==> config.mk <==
export PLATFORM = sky130hd
export DESIGN_NAME = booth_seq_ctrl_flat
export DESIGN_NICKNAME = d
export VERILOG_FILES = /design/src/rtl/booth_seq_ctrl_if.sv /design/src/rtl/booth_seq_ctrl.sv /design/src/flat_wrapper.sv
export SDC_FILE = /design/constraint.sdc
export NUM_CORES = 1
export LEC_CHECK = 0
export CORE_ASPECT_RATIO = 2
export CORE_MARGIN = 2
export CORE_UTILIZATION = 45
export DETAILED_ROUTE_END_ITERATION = 10
export GPL_TIMING_DRIVEN = 0
export PLACE_DENSITY = 0.8
export SLEW_MARGIN = 15
export SYNTH_ARGS = -nofsm -noshare
export SYNTH_HDL_FRONTEND = slang
export SYNTH_SLANG_ARGS = --single-unit
==> constraint.sdc <==
create_clock -name clk -period 8.82 [get_ports clk]
set_clock_uncertainty 0.1 [all_clocks]
set_input_delay 0.882 -clock clk [delete_from_list [all_inputs] [get_ports clk]]
set_output_delay 0.882 -clock clk [all_outputs]
set_load 0.03 [all_outputs]
==> src/rtl/booth_seq_ctrl_if.sv <==
// Operand-in / product-out handshake bundle for booth_seq_ctrl.
// The multiplier is the slave: it consumes operands and produces the product.
interface booth_seq_ctrl_if #(
  parameter int WIDTH = 4
);
  logic               in_valid;
  logic               in_ready;
  logic [WIDTH-1:0]   a;
  logic [WIDTH-1:0]   b;
  logic               out_valid;
  logic               out_ready;
  logic [2*WIDTH-1:0] product;

  modport master (
    output in_valid, a, b, out_ready,
    input  in_ready, out_valid, product
  );

  modport slave (
    input  in_valid, a, b, out_ready,
    output in_ready, out_valid, product
  );
endinterface

==> src/rtl/booth_seq_ctrl.sv <==
// Sequential radix-2 Booth signed multiplier.
// Evaluates one Booth digit per clock into ACC, then holds the product on a valid/ready output.
module booth_seq_ctrl #(
  parameter int WIDTH = 4
) (
  input  logic                       clk,
  input  logic                       rst_n,
  booth_seq_ctrl_if.slave            bus,
  output logic                       busy,
  output logic [$clog2(WIDTH+1)-1:0] step
);

  localparam int PW = 2 * WIDTH;
  localparam int SW = $clog2(WIDTH + 1);
  localparam logic [SW-1:0] LAST_STEP = SW'(WIDTH - 1);

  typedef enum logic [1:0] {
    S_IDLE = 2'd0,
    S_RUN  = 2'd1,
    S_DONE = 2'd2
  } state_t;

  state_t           state_q, state_d;
  logic [SW-1:0]    step_q, step_d;
  logic [PW-1:0]    acc_q, acc_d;
  logic [PW-1:0]    m_q, m_d;
  logic [WIDTH-1:0] q_q, q_d;

  logic [1:0]       digit;
  logic [PW-1:0]    m_shift;

  always_comb begin
    state_d = state_q;
    step_d  = step_q;
    acc_d   = acc_q;
    m_d     = m_q;
    q_d     = q_q;

    // Appending the implicit Q[-1]=0 lets the digit be read with a plain shift.
    digit   = 2'({q_q, 1'b0} >> step_q);
    m_shift = m_q << step_q;

    case (state_q)
      S_IDLE: begin
        if (bus.in_valid) begin
          m_d     = {{WIDTH{bus.a[WIDTH-1]}}, bus.a};
          q_d     = bus.b;
          acc_d   = '0;
          step_d  = '0;
          state_d = S_RUN;
        end
      end
      S_RUN: begin
        case (digit)
          2'b01:   acc_d = acc_q + m_shift;
          2'b10:   acc_d = acc_q - m_shift;
          default: acc_d = acc_q;
        endcase
        step_d = step_q + SW'(1);
        if (step_q == LAST_STEP) begin
          state_d = S_DONE;
        end
      end
      S_DONE: begin
        if (bus.out_ready) begin
          step_d  = '0;
          state_d = S_IDLE;
        end
      end
      default: begin
        step_d  = '0;
        state_d = S_IDLE;
      end
    endcase
  end

  always_ff @(posedge clk or negedge rst_n) begin
    if (!rst_n) begin
      state_q <= S_IDLE;
      step_q  <= '0;
      acc_q   <= '0;
      m_q     <= '0;
      q_q     <= '0;
    end else begin
      state_q <= state_d;
      step_q  <= step_d;
      acc_q   <= acc_d;
      m_q     <= m_d;
      q_q     <= q_d;
    end
  end

  assign bus.in_ready  = (state_q == S_IDLE);
  assign bus.out_valid = (state_q == S_DONE);
  assign bus.product   = acc_q;
  assign busy          = (state_q != S_IDLE);
  assign step          = step_q;

endmodule

==> src/flat_wrapper.sv <==
// flat-port wrapper written by rule: the top's interface ports become plain ports
module booth_seq_ctrl_flat 
#(
  parameter int WIDTH = 4
)
  (clk, rst_n, busy, step, bus_in_valid, bus_a, bus_b, bus_out_ready, bus_in_ready, bus_out_valid, bus_product);
  booth_seq_ctrl_if #(.WIDTH(WIDTH)) bus_i ();
  input  logic clk;
  input  logic rst_n;
  output logic busy;
  output logic [$clog2(WIDTH+1)-1:0] step;
  input wire logic [$bits(bus_i.in_valid)-1:0] bus_in_valid;
  input wire logic [$bits(bus_i.a)-1:0] bus_a;
  input wire logic [$bits(bus_i.b)-1:0] bus_b;
  input wire logic [$bits(bus_i.out_ready)-1:0] bus_out_ready;
  output wire logic [$bits(bus_i.in_ready)-1:0] bus_in_ready;
  output wire logic [$bits(bus_i.out_valid)-1:0] bus_out_valid;
  output wire logic [$bits(bus_i.product)-1:0] bus_product;
  assign bus_i.in_valid = bus_in_valid;
  assign bus_i.a = bus_a;
  assign bus_i.b = bus_b;
  assign bus_i.out_ready = bus_out_ready;
  assign bus_in_ready = bus_i.in_ready;
  assign bus_out_valid = bus_i.out_valid;
  assign bus_product = bus_i.product;
  booth_seq_ctrl #(.WIDTH(WIDTH)) u_core (.clk(clk), .rst_n(rst_n), .bus(bus_i), .busy(busy), .step(step));
endmodule
## Word-level counts from Yosys, hierarchy flattened

Cells that the tools add are included.

- $add $sub $neg: 3
- Shift-type cells: 2
- Multiplexer cells: 10
- Reduce and logical (&&, ||, !) cells: 7
- Equal/unequal tests: 9

Operator list:

| kind | number |
|---|---|
| $pmux W8 S2 | 2 |
| $pmux W3 S3 | 1 |
| $add A8 B8 Y8 | 1 |
| $mux W8 | 1 |
| $shl A8 B3 Y8 | 1 |
| $sub A8 B8 Y8 | 1 |
| $mux W2 | 3 |
| $mux W3 | 2 |
| $pmux W2 S3 | 1 |
| $reduce_and A3 Y1 | 2 |
| $shr A5 B3 Y2 | 1 |
| $eq A2 B1 Y1 const B | 2 |
| $eq A2 B2 Y1 const B | 2 |
| $ne A2 B2 Y1 const B | 2 |
| $reduce_and A2 Y1 | 2 |
| $reduce_bool A2 Y1 | 2 |
| $add A3 B1 Y3 const B | 1 |
| $eq A3 B2 Y1 const B | 1 |
| $ne A3 B3 Y1 const B | 1 |
| $logic_not A2 Y1 | 1 |
| $ne A2 B1 Y1 const B | 1 |

- Word-level logic and storage cells: 36
- Flip-flop bits (word level): 21

## Logic depth before layout (Yosys ltp)

Gate-level depths: netlist (run 1).

- Depth after elaboration: 4
- Mapped depth: 21
- Depth with buffers taken out: 18

## Worst setup path before layout (run 1)

OpenSTA, ideal clock, no wires.

- Path kind: register to register
- Start: register u_core.step_q[0] (netlist: u_core.step[0])
- End: register u_core.acc_q[7] (netlist: u_core.bus.product[7])
- Library setup time: 0.121 ns
- Cell stages (with the launch flop): 19
- Data required time: 8.599 ns
- Arrival: 3.583 ns
- Path slack: 5.016 ns
- Path through: dfrtp_1 > buf_4 > buf_6 > mux4_2 > and2_1 > ha_1 > clkbuf_1 > o21ai_0 > a32oi_1 > nor3_1 > inv_1 > ha_1 > nor2b_1 > o21ai_1 > a21boi_1 > o21ai_0 > a21oi_1 > xnor2_1 > a22o_1

- Word-level cells in the longest chain between the ends: 4
- Elaborated cells on any way between the ends: 10
- Classes of those cells: add/sub (2); eq/ne (3); shift (2); mux (2); reduce/logical (1)

RTL lines:

| what | line | source |
|---|---|---|
| start, declared | booth_seq_ctrl.sv:24 | `logic [SW-1:0] step_q, step_d;` |
| start signal, assigned | booth_seq_ctrl.sv:86 | `step_q <= step_d;` |
| $shl A8 B3 Y8 / $shr A5 B3 Y2 (equally long branches) | booth_seq_ctrl.sv:41, booth_seq_ctrl.sv:40 |  |
| $sub A8 B8 Y8, or another cell as far along | booth_seq_ctrl.sv:56 | `2'b10: acc_d = acc_q - m_shift;` |
| $pmux W8 S2 / $ne A3 B3 Y1 (equally long branches) | - |  |
| $pmux W8 S2 / $reduce_and A3 Y1 (equally long branches) | - |  |
| end signal, assigned | booth_seq_ctrl.sv:81 | `acc_q <= '0;` |
| end signal, assigned | booth_seq_ctrl.sv:87 | `acc_q <= acc_d;` |
| end, declared | booth_seq_ctrl.sv:25 | `logic [PW-1:0] acc_q, acc_d;` |

Several ways; a longest one is shown, not always the timed one.
A chain may end at the register's enable or synchronous reset.

## Final worst setup path (run 1)

- Start: register u_core.step_q[0] (netlist: u_core.step[0])
- End: register u_core.acc_q[6] (netlist: u_core.bus.product[6])

Same word-level chain as after synthesis.

==> results.py, run 1 <==
metrics = {
    "sta": {
        "drv_slew": 0,
        "fin_crit_sh": 0.458,
        "max-slew-margin-rel": 0.347,
        "setup_violations": 0,
        "rsz0062_at_grt": "no",
        "worst_pin_slew_ns": 0.976,
        "period_needed_ns": 4.04,
        "whs_ns": 0.421,
        "fin_setup_tns_ns": 0,
        "hold_viol": 0,
        "fmax_mhz": 248,
    },
    "placed_design": {
        "place_area_um2": 1960,
        "dp_hpwl_um": 2880,
        "place.gp.congestion": 0.887,
        "io_buffers": 25,
    },
    "global_routing": {
        "met1_usage": 0.236,
        "grt_max_degree": 22,
        "gr-total-overflow": 0,
        "grtUsageMet3": 0.0222,
        "top_usage_layer": "met2",
        "grtUsageMet2": 0.360,
        "grt_pass1_vias": 1456,
        "antenna_found_initial": 0,
        "track_usage": 0.209,
        "grt_pass1_wl_um": 6310,
    },
    "floorplan": {
        "start_util": 0.461,
        "die_x_um": 46.8,
        "num_rows": 31,
        "die-area_um2": 4190,
        "die_h_um": 89.5,
        "coreArea_um2": 3570,
        "ioPinCount": 26,
    },
    "clock_network": {
        "cts_max_path_buffers": 2,
        "clkTransAtPathRegs_ns": 0.09,
        "ctsHoldBuffers": 0,
        "cts_max_level": 1,
        "clk_latency_ns": 0.27,
        "post_cts_buffers": 0,
        "cts_tree": "built",
        "cts_resized": 0,
        "cts.root.buffer_cell": "clkbuf_8",
        "clock-sinks": 21,
        "cts_made_buffers": 3,
    },
    "drt": {
        "initialDrtViolationCount": 25,
        "vias": 1469,
        "routedWlPerCell_um": 13.8,
        "first_pass_iters": 4,
        "viasPerCell": 5.48,
        "ant_nets": 0,
        "routed_wirelength_um": 3700,
        "post-route-drc-count": 0,
    },
    "worst_setup_path": {
        "crit_fanout": 10,
        "critPathMaxStageDelay_ns": 0.50,
        "cp_data_arrival_time_ns": 4.09,
        "cp.required_ns": 8.87,
        "cp_top_family": "compound AO/OA/AOI/OAI gates",
        "cp_slowest_cell": "mux4_2",
        "crit_buf_inv": 4,
        "worstSetupPathType": "reg -> reg",
        "startpoint_type": "flip-flop",
        "path_common_cell": "o21ai_0",
        "endpoint_kind": "flip-flop",
        "crit_chain": "buf_4 -> buf_6 -> mux4_2 -> and2_1 -> ha_1 -> clkbuf_1 -> o311ai_0 -> o21ai_0 -> o22ai_1 -> nand2_1 -> ha_1 -> inv_1 -> o21ai_0 -> a21oi_1 -> o21bai_1 -> a21oi_1 -> xor2_1 -> o21ai_0",
    },
    "logic_synthesis": {
        "synth_area_um2": 1650,
        "synth-seq-cells": 21,
        "synth_top_area_frac": 0.319,
        "synth_nets": 213,
        "synth.most_common_cell": "dfrtp_1",
        "ys_top_cells_by_area": "dfrtp_1, ha_1, o21ai_0, mux2_2, xnor2_1",
        "async_flop_share": 1.00,
        "synth_cell_types": 39,
        "ys_seq_area_frac": 0.319,
        "syn_area_per_cell_um2": 8.66,
        "ys_top_cells_by_count": "dfrtp_1, o21ai_0, nand2_1",
        "synth_edf_count": 0,
        "yosysWarnings": 0,
        "synth_ff_type": "dfrtp_1",
        "synth_largest_area_cell": "dfrtp_1",
        "synthCells": 190,
    },
    "min_path": {
        "min_path_type": "reg -> reg",
    },
    "layout": {
        "drive_gt1_frac": 0.128,
        "diodes": 0,
        "design_area_um2": 2000,
        "nets": 243,
        "syn_to_final_growth_pct": 21.7,
    },
    "outcome": {
        "status": "finished, final reports clean",
    },
    "flow_run": {
        "maxCapViolCount": 0,
    },
}
## placed cells by master (no fill, tap or decap), drive strengths merged, types with 4 or more instances in the layout
cell / count
nand2: 17
clkdlybuf4s50: 25
dfrtp: 21
xnor2: 8
nand2b: 7
o21ai: 24
buf: 6
nor2: 14
inv: 14
mux2i: 5
nor3: 4
ha: 10
mux2: 8
a21oi: 10
clkbuf: 7
## flip-flops by register name (all words and copies together) (netlist names)
name,cells
u_core.bus.product,8
u_core.step,3
u_core.m_q,4
u_core.q_q,4
u_core.state_q,2
## area by class of cell
type	count	area (um^2)
Tap cell	49	61.3
Timing Repair Buffer	25	250
Sequential cell	21	526
Fill cell	349	1570
Buffer	10	53.8
Multi-Input combinational cell	145	1010
Clock buffer	3	41.3
Clock inverter	1	5.00
Inverter	14	52.6
## worst min-delay path: cells and delay by family, from the launching register on
kind	cells	cell delay (ns)
flops	1	0.37
compound gates	1	0.06
simple gates	1	0.05
## logic make-up after synthesis
group                      share of synthesized area
adders and majority gates                     0.0882
AOI/OAI and AO/OA                              0.221
DFF                                            0.319
xor gates and xnor gates                      0.0586
muxes                                         0.0989
buffers and inverters                         0.0646
and+or+nand+nor                                0.149
## through the flow
step                      setup slack (ns)  instances  utilization
after floorplan                       5.02        190            -
after global placement                4.86        264        0.548
after detailed placement              4.83        264        0.548
after CTS                             4.77        268        0.561
after global routing                  4.48        268        0.561
final                                 4.78        268        0.561
## metal layers
layer / part of all wire / vias to the layer above / routed length, um
met5: 0 / - / 0
met4: 0.034 / 0 / 127
met3: 0.022 / 10 / 83
met2: 0.57 / 29 / 2100
met1: 0.37 / 709 / 1380
li1: - / 721 / -
## path summary, 6_finish.rpt
| kind | from | endpoint | slack, ns | depth (start not counted) |
|---|---|---|---|---|
| max reg2reg | u_core.step[0]$_DFFE_PN0P_ | u_core.bus.product[6]$_DFFE_PN0P_ | 4.78 | 18 |
| max | u_core.step[0]$_DFFE_PN0P_ | u_core.bus.product[6]$_DFFE_PN0P_ | 4.78 | 18 |
| max in group asynchronous | rst_n | u_core.m_q[2]$_DFFE_PN0P_ | 6.97 | 1 |
| min reg2reg | u_core.bus.product[6]$_DFFE_PN0P_ | u_core.bus.product[6]$_DFFE_PN0P_ | 0.42 | 2 |
| min in group asynchronous | rst_n | u_core.bus.product[4]$_DFFE_PN0P_ | 1.04 | 1 |
| min | u_core.bus.product[6]$_DFFE_PN0P_ | u_core.bus.product[6]$_DFFE_PN0P_ | 0.42 | 2 |
Power of run 1 is left out: the tool's default activity adds up to more than one toggle a clock period on the data nets, which glitch-free logic cannot reach.
==> run 2: changes to the inputs <==
- PLACE_DENSITY: 0.8 -> 0.82
- clock period: 8.82 -> 3.5 ns (I/O delays scaled with it)
==> run 2 against run 1 <==
Non-clock buffer count rose by 4. Worst setup slack got worse by 4.7 ns. First-iteration DRC count rose by 68%. Count of clock-buffer cells in the layout did not move. Final area rose by 8.1%. Cell count rose by 1.5%. Critical path depth fell by 1. Worst hold slack barely moved. Register-to-register slack got worse by 4.7 ns. Highest routed layer unchanged. Largest cell class unchanged. Fmax rose by 19%. Core utilization rose by 4.5 points. Sequential share of layout area fell by 1.8 points.
==> results.py, run 2 (same netlist as run 1, synthesis figures left out) <==
metrics = {
    "layout": {
        "design_area_um2": 2160,
        "layout_commonest_cell": "clkdlybuf4s50_1",
        "final_util": 0.607,
        "largest_reg_flops": 8,
        "mostFrequentLayoutCells": "clkdlybuf4s50_1, dfrtp_1, nand2_1, nor2_1, o21ai_0",
        "nets": 247,
        "drive_gt1_frac": 0.251,
        "syn_to_final_growth_pct": 31.6,
        "diodes": 0,
    },
    "global_routing": {
        "grt_max_degree": 22,
        "antenna_found_initial": 0,
        "grt_pass1_vias": 1393,
        "track_usage": 0.208,
        "grt_pass1_wl_um": 6260,
        "gr-total-overflow": 0,
    },
    "floorplan": {
        "start_util": 0.461,
        "die_x_um": 46.8,
        "coreArea_um2": 3570,
        "die_h_um": 89.5,
        "ioPinCount": 26,
        "die-area_um2": 4190,
        "num_rows": 31,
    },
    "placed_design": {
        "place.gp.congestion": 0.965,
        "io_buffers": 25,
        "place_area_um2": 1980,
        "post-place-ws_ns": -0.322,
        "dp_hpwl_um": 3020,
    },
    "min_path": {
        "min_path_type": "reg -> reg",
        "hold_end": "u_core.bus.product[3]$_DFFE_PN0P_",
        "hold_path_depth": 2,
        "hp-start": "u_core.bus.product[3]$_DFFE_PN0P_",
    },
    "worst_setup_path": {
        "reg2reg_from": "u_core.step[0]$_DFFE_PN0P_",
        "critPathMaxStageDelay_ns": 0.48,
        "reg2reg_slack_ns": 0.12,
        "crit_buf_inv": 3,
        "crit_fanout": 7,
        "cp_slowest_cell": "mux4_2",
        "cp_top_family": "compound AO/OA/AOI/OAI gates",
        "endpoint_kind": "flip-flop",
        "crit_chain": "buf_12 -> mux4_2 -> and2_4 -> ha_4 -> clkbuf_8 -> o311ai_2 -> o21ai_1 -> o22ai_1 -> nand2_1 -> ha_4 -> inv_1 -> o21ai_2 -> a21oi_2 -> o21bai_1 -> a21oi_2 -> xor2_1 -> o21ai_0",
        "cp.required_ns": 3.59,
        "r2r_end": "u_core.bus.product[6]$_DFFE_PN0P_",
        "r2r_cells": 17,
        "cp_data_arrival_time_ns": 3.48,
        "startpoint_type": "flip-flop",
        "worstSetupPathType": "reg -> reg",
    },
    "clock_network": {
        "cts_tree": "built",
        "cts_made_buffers": 3,
        "clk_latency_ns": 0.27,
        "cts_max_path_buffers": 2,
        "ctsHoldBuffers": 0,
        "cts.root.buffer_cell": "clkbuf_8",
        "clock-sinks": 21,
        "clkTransAtPathRegs_ns": 0.08,
        "cts_max_level": 1,
    },
    "drt": {
        "ant_nets": 0,
        "first_pass_iters": 4,
        "viasPerCell": 5.43,
        "post-route-drc-count": 0,
        "vias": 1477,
        "routedWlPerCell_um": 14.6,
        "routed_wirelength_um": 3980,
        "initialDrtViolationCount": 42,
    },
    "sta": {
        "rsz0062_at_grt": "yes",
        "max-slew-margin-rel": 0.344,
        "fin_ws_ns": 0.117,
        "fin_crit_sh": 0.967,
        "setup_violations": 0,
        "worst_pin_slew_ns": 0.981,
        "drv_slew": 0,
        "whs_ns": 0.420,
        "fmax_mhz": 296,
        "period_needed_ns": 3.38,
        "hold_viol": 0,
    },
    "outcome": {
        "status": "finished, final reports clean",
    },
    "flow_run": {
        "maxCapViolCount": 0,
    },
}
-- run 2: changes by cell type in the layout (fill, tap and decap cells not counted), sizes merged --
| cell | change |
|---|---|
| buf | +5 |
| clkbuf | -1 |
-- run 2: layout make-up --
type,count,area (um^2)
buffer,7,57.6
sequential,21,529
tap,49,61.3
timing repair buffer,32,303
fill,318,1400
inverter,14,52.6
clock inverter,1,5.00
clock buffer,3,41.3
multi-input combinational,145,1110
-- run 2: how the worst max path moves through the flow --
stage / startpoint / endpoint / slack [ns] / cells after the start
floorplan: u_core.step[0]$_DFFE_PN0P_ / u_core.bus.product[7]$_DFFE_PN0P_ / -0.02 / 18
global placement: u_core.step[2]$_DFFE_PN0P_ / u_core.bus.product[7]$_DFFE_PN0P_ / -0.24 / 19
detailed placement: u_core.step[2]$_DFFE_PN0P_ / u_core.bus.product[7]$_DFFE_PN0P_ / -0.32 / 19
CTS: u_core.step[0]$_DFFE_PN0P_ / u_core.bus.product[7]$_DFFE_PN0P_ / 0.02 / 17
global route: u_core.step[0]$_DFFE_PN0P_ / u_core.bus.product[6]$_DFFE_PN0P_ / -0.05 / 19
finish: u_core.step[0]$_DFFE_PN0P_ / u_core.bus.product[6]$_DFFE_PN0P_ / 0.12 / 17
-- run 2: tightest hold or removal path, cell delays in order (launching register included) --
cell,delay [ns]
dfrtp_1,0.38
nand2_1,0.06
o31ai_1,0.05
-- run 2: timing repair --
action                     in CTS  in global routing
hold endpoints to repair        0                  0
pin swaps                       5                  9
setup buffers                   5                  2
resized for setup              12                 15
setup endpoints to repair       4                  3
-- run 2: through the flow --
stage / std cells / TNS (ns)
after floorplan: 190 / -0.0227
after CTS: 270 / 0
final: 272 / 0
after global routing: 272 / -0.0613
after detailed placement: 264 / -0.849
after global placement: 264 / -0.572
-- run 2: metal layers --
metal | global-route usage | routed length (um) | vias up
met5 | 0 | 0 | -
met4 | 0.106 | 156 | 0
met3 | 0.0303 | 98 | 15
met2 | 0.386 | 2210 | 37
met1 | 0.209 | 1520 | 694
li1 | - | - | 731
Power of run 2 is left out for the same reason.
